File: src/rtl/tail_light_seq_ctrl.sv
// Turn / hazard / brake controller for the sequential tail-light system.
// Synchronises the driver switches, runs the mode FSM and the animation-step
// prescaler, and decodes the 3-lamp pattern for each side plus the side
// enables that gate the downstream display-mux animation counters.
module tail_light_seq_ctrl #(
   parameter int TICK_DIV    = 25_000_000,  // clk cycles per animation step, >= 2
   parameter int SYNC_STAGES = 2            // synchroniser depth, >= 2
) (
   input  logic       clk,
   input  logic       reset,        // synchronous, active-low
   input  logic       left_sw,
   input  logic       right_sw,
   input  logic       hazard_sw,
   input  logic       brake_sw,
   output logic [2:0] left_lamps,   // bit0 = innermost lamp
   output logic [2:0] right_lamps,  // bit0 = innermost lamp
   output logic       en_left,
   output logic       en_right,
   output logic       step_tick,
   output logic [1:0] phase
);

   localparam int CNT_W = (TICK_DIV > 2) ? $clog2(TICK_DIV) : 1;
   localparam logic [CNT_W-1:0] CNT_LAST = CNT_W'(TICK_DIV - 1);

   // Encoding chosen so bit0 means "left animates" and bit1 means "right
   // animates"; the side enables then come straight off flop outputs.
   typedef enum logic [1:0] {
      MODE_IDLE   = 2'b00,
      MODE_LEFT   = 2'b01,
      MODE_RIGHT  = 2'b10,
      MODE_HAZARD = 2'b11
   } mode_t;

   // Switch vector layout: {brake, hazard, right, left}
   logic [SYNC_STAGES-1:0][3:0] sync_q;
   logic                        left_s, right_s, hazard_s, brake_s;

   mode_t            mode_q, mode_d, mode_req;
   logic [1:0]       phase_q, phase_d;
   logic [CNT_W-1:0] count_q, count_d;
   logic             tick_q, tick_d;
   logic [2:0]       turn_pat, brake_pat;

   // Shift each raw switch through its synchroniser chain.
   // NOTE: clocked state is always written with <= so every flop samples the
   // pre-edge value of its neighbour; a blocking = here would collapse the chain.
   always_ff @(posedge clk) begin
      if (!reset) begin
         sync_q <= '0;
      end else begin
         sync_q <= {sync_q[SYNC_STAGES-2:0], {brake_sw, hazard_sw, right_sw, left_sw}};
      end
   end

   assign left_s   = sync_q[SYNC_STAGES-1][0];
   assign right_s  = sync_q[SYNC_STAGES-1][1];
   assign hazard_s = sync_q[SYNC_STAGES-1][2];
   assign brake_s  = sync_q[SYNC_STAGES-1][3];

   // Prioritised mode request from the synchronised switches.
   // NOTE: every always_comb output gets a default first, so no path through
   // the if/case chain can leave it unassigned and infer a latch.
   always_comb begin
      mode_req = MODE_IDLE;
      if (hazard_s || (left_s && right_s)) begin
         mode_req = MODE_HAZARD;
      end else if (left_s) begin
         mode_req = MODE_LEFT;
      end else if (right_s) begin
         mode_req = MODE_RIGHT;
      end
   end

   // Next-state logic: a mode change restarts the animation from phase 0 and
   // overrides a step that would have landed on the same edge.
   always_comb begin
      mode_d  = mode_q;
      phase_d = phase_q;
      count_d = count_q;
      tick_d  = 1'b0;
      if (mode_req != mode_q) begin
         mode_d  = mode_req;
         phase_d = 2'd0;
         count_d = '0;
      end else if (mode_q != MODE_IDLE) begin
         if (count_q == CNT_LAST) begin
            count_d = '0;
            tick_d  = 1'b1;
         end else begin
            count_d = count_q + CNT_W'(1);
         end
         if (tick_q) begin
            phase_d = (mode_q == MODE_HAZARD) ? {1'b0, ~phase_q[0]} : phase_q + 2'd1;
         end
      end
   end

   // Mode, phase, prescaler and step-pulse registers.
   always_ff @(posedge clk) begin
      if (!reset) begin
         mode_q  <= MODE_IDLE;
         phase_q <= 2'd0;
         count_q <= '0;
         tick_q  <= 1'b0;
      end else begin
         mode_q  <= mode_d;
         phase_q <= phase_d;
         count_q <= count_d;
         tick_q  <= tick_d;
      end
   end

   // Lamp patterns decoded from registered mode, phase and synchronised brake.
   always_comb begin
      brake_pat = brake_s ? 3'b111 : 3'b000;
      case (phase_q)
         2'd0:    turn_pat = 3'b000;
         2'd1:    turn_pat = 3'b001;
         2'd2:    turn_pat = 3'b011;
         default: turn_pat = 3'b111;
      endcase
      left_lamps  = brake_pat;
      right_lamps = brake_pat;
      case (mode_q)
         MODE_LEFT:   left_lamps  = turn_pat;
         MODE_RIGHT:  right_lamps = turn_pat;
         MODE_HAZARD: begin
            left_lamps  = phase_q[0] ? 3'b111 : 3'b000;
            right_lamps = phase_q[0] ? 3'b111 : 3'b000;
         end
         default: ;
      endcase
   end

   assign en_left   = mode_q[0];
   assign en_right  = mode_q[1];
   assign step_tick = tick_q;
   assign phase     = phase_q;

endmodule

File: config.mk
export PLATFORM = sky130hd
export DESIGN_NAME = tail_light_seq_ctrl
export DESIGN_NICKNAME = d
export VERILOG_FILES = /design/src/rtl/tail_light_seq_ctrl.sv
export SDC_FILE = /design/constraint.sdc
export NUM_CORES = 1
export LEC_CHECK = 0
export ABC_CLOCK_PERIOD_IN_PS = 2300
export BUFFER_PORTS_ARGS = -buffer_cell sky130_fd_sc_hd__buf_2
export CAP_MARGIN = 10
export CORE_UTILIZATION = 40
export DETAILED_ROUTE_END_ITERATION = 12
export PLACE_DENSITY = 0.64
export SYNTH_ARGS = -nofsm -noshare
export SYNTH_HDL_FRONTEND = slang
export SYNTH_SLANG_ARGS = --single-unit
export TNS_END_PERCENT = 100
File: constraint.sdc
create_clock -name clk -period 2.3 [get_ports clk]
set_input_delay 0.115 -clock clk [delete_from_list [all_inputs] [get_ports clk]]
set_output_delay 0.115 -clock clk [all_outputs]
set_load 0.01 [all_outputs]
==> metrics.md <==
| Metric | Value |
|---|---|
| Main synth FF type | dfxtp_1 |
| Clock-pin slew on the worst setup and hold paths | ~0.080 ns |
| Final ANT Viol Nets | 0 |
| Fin crit share | 0.772 |
| Max-Cap Viols | 0 |
| Iter 0 DRT Violations | 98 |
| HP Start | right_sw |
| Hold Crit Class | in -> reg |
| Setup-failing EPs final | 0 |
| Antenna diode count | 0 |
| CTS Buf Count | 5 |
| Status | finished, final reports clean |
| Post-synthesis async set-or-reset flop share | 0 |
| Storage element area | between 700 and 800 um^2 |
| Final wirelength | between 3 and 4 mm |
| Top post-synthesis cells by area | dfxtp_1 42%, xor2_1 8.7%, nor3_1 6.1% |
| CP top delay family | simple AND/OR/NAND/NOR gates |
| Fmax | between 500 and 600 MHz |
| Total grt overflow | 0 |
| Length in cells of the worst reg-to-reg path | 6 |
| Seq/Total Area, Yosys | 0.420 |
| First-pass GRT wire length | roughly 6.3 mm |
| Pwr dens | approximately 580 nW/um^2 |
| Internal power component | 0.000935 W |
| CTS resizes | 0 |
| Num rows | 24 |
| Core area | 4350 um^2 |
| Warnings, synthesis | 0 |
| Slew @ Worst Pin | approximately 0.6 ns |
| TNS Setup | 0 ns |
| Most frequent cell after synthesis | dfxtp_1 |
| CP Depth | 6 |
| Static Leak | 0.730 nW |
| Root Buffer | clkbuf_8 |
| Post-Layout Cell Count | roughly 290 |
| Minimum clock period | about 1.8 ns |
| Post-synth EDFFs | 0 |
| R2R setup slack | approximately 0.52 ns |
| Synth cell types | 37 |
| Synth Cell Area | 1810 um^2 |
| Critical path required time | between 2 and 3 ns |
| Worst VDD drop | around 300 uV |
| Worst path cell trace | ha_1 -> o211ai_1 -> nor2_1 -> nand3_2 -> or3_1 -> a211oi_2 |
| TritonCTS clock tree | yes |
| Clk buf depth | 2 |
| Seq cells post-synth | 38 |
| Worst Hold Endpoint | sync_q[1] |
| FILL cells | approximately 420 |
| R2R Path End | count_q[24] |
| FF-to-FF Start | count_q[0] |
| Die Ht | between 60 and 70 um |
| CP Class | reg -> reg |
| Final Max Tran Viols | 0 |
| DP Cell Count | ~280 |
| Vias post-DR | about 1500 |
| Die Span X | 69.3 um |
| PortBufs | 16 |
| Area Overhead vs Synth | 14.6% |
| Syn_nets | 222 |
| Io pins | 17 |
| Largest net degree at the start of global routing | 15 |
| Clk Latency, worst-skew pair | around 0.29 ns |
| Crit-path slowest cell | dfxtp_1 |
| Gate power share | 0.054 |
| Syn Area/Cell | roughly 8.6 um^2 |
| NetSw | roughly 0.00028 W |
| HPWL after DPL | around 2.4 mm |
| H-tree depth | 2 |
| Setup repair bufs after CTS | 0 |
| Commonest cells post-synth | 38 x dfxtp_1, 22 x nor3_1, 18 x nand2_1, 18 x nor2_1, 18 x xor2_1 |
| Drt pass-1 iters | 4 |
| Reg power frac | 0.558 |
| Die footprint | 4810 um^2 |
| Layout cell share with drive strength beyond 1 | 0.166 |
| Vias/cell | 5.13 |
| Crit-path max FO | 5 |
| Gp weighted congestion | 0.809 |
| Vias in the first global route | 1420 |
| # hold bufs at CTS | 0 |
| RSZ-0062 raised after global routing | no |
| Switching share of power | 0.229 |
| Final Hold Viols | 0 |
| Clock Skew | 0.00819 ns |
| Post-synth top area share | 0.420 |
| Drt drc | 0 |
| Crit path largest cell delay | 0.42 ns |
| Worst rel slew slack | 0.601 |
| Initial Util | 0.416 |
| Area of the multi-input gates | 1000 um^2 |
| Crit start category | flop |
| Gate Count Post-Synth | 212 |
| Sink Count | 38 |
| Critical path arrival | roughly 2 ns |
| Nets | ~240 |
| Crit end category | flop |
| Hold path cells | 2 |
| Clock power share | 0.389 |
| WL/cell | ~12 um |
| Critical path buffers and inverters | 0 |
| All-Layer GR Usage | 0.162 |
| Area leader, netlist | dfxtp_1 |
| Initial antenna violation count | 0 |
cells in the final DEF, fill, tap and decap left out, types with 3 or more instances in the layout:
master    Yosys  final
or3_1         3      3
buf_4         0      7
nand3_2       3      3
a21oi_1       8      8
nand3_1       7      7
nand2_1      18     18
ha_1          4      4
nand4_1       8      8
and2_1        9      9
nor2_1       18     18
inv_1         6      6
o21ai_0      13     13
clkbuf_8      0      6
xnor2_1       4      4
nor3_1       22     22
buf_2         2     16
dfxtp_1      38     38
xor2_1       18     18
sequential cells by signal, indices dropped and copies added, names as in the netlist:
signal,flops
brake_s,1
count_q,25
hazard_s,1
left_s,1
mode_q,2
phase,2
right_s,1
step_tick,1
sync_q,4
kinds of logic (layout without fill, tap and decap cells):
family	after synthesis	in the layout	synth area share
simple gates	101	101	0.301
xor+xnor	22	22	0.106
compound gates	31	31	0.104
mux	2	2	0.0110
flops	38	38	0.420
fa+ha+maj	4	4	0.0276
buf+inv	14	37	0.0304
per-layer routing:
layer	vias up	share of wire	GRT usage
met4	0	0.022	0.0839
met5	-	0	0
met2	12	0.43	0.243
li1	786	-	-
met3	8	0.019	0.0349
met1	665	0.53	0.219
power by group through the flow:
stage	Combinational [W]	Sequential, W	Clock, W
global route	0.0000744	0.000678	0.000522
finish	0.0000654	0.000676	0.000471
global placement	0.0000656	0.000691	0
detailed placement	0.0000661	0.000691	0
floorplan	0.0000432	0.000688	0
CTS	0.0000664	0.000676	0.000491
how the worst max path moves through the flow:
stage / startpoint / to
finish: count_q[0] / count_q[24]
global route: mode_q[1] / count_q[12]
CTS: mode_q[0] / count_q[3]
detailed placement: mode_q[0] / count_q[12]
global placement: mode_q[0] / count_q[13]
floorplan: mode_q[1] / count_q[13]
cell type report:
type	count	area share
clock buffers	6	0.0398
clock inverters	2	0.00602
inverters	6	0.0108
multi-input cells	160	0.482
well taps	52	0.0313
repair buffers	23	0.0639
flip-flops and latches	38	0.366
through the flow:
stage | power (W) | setup slack, ns | utilization | cell area (um^2) | hold WS, ns
2_1_floorplan | 0.000731 | 0.552 | - | 1810 | 0.242
3_3_place_gp | 0.000757 | 0.557 | 0.455 | 1980 | 0.321
3_5_place_dp | 0.000757 | 0.508 | 0.455 | 1980 | 0.325
4_1_cts | 0.00123 | 0.502 | 0.477 | 2080 | 0.0208
5_1_grt | 0.00127 | 0.295 | 0.477 | 2080 | 0.0334
6_report | 0.00121 | 0.525 | 0.477 | 2080 | 0.0301
worst reg2reg max path, cell delays in order (launching register included):
cell	delay (ns)
dfxtp_1	0.42
ha_1	0.24
o211ai_1	0.18
nor2_1	0.17
nand3_2	0.11
or3_1	0.38
a211oi_2	0.20
(Power assumes the default switching activity.)
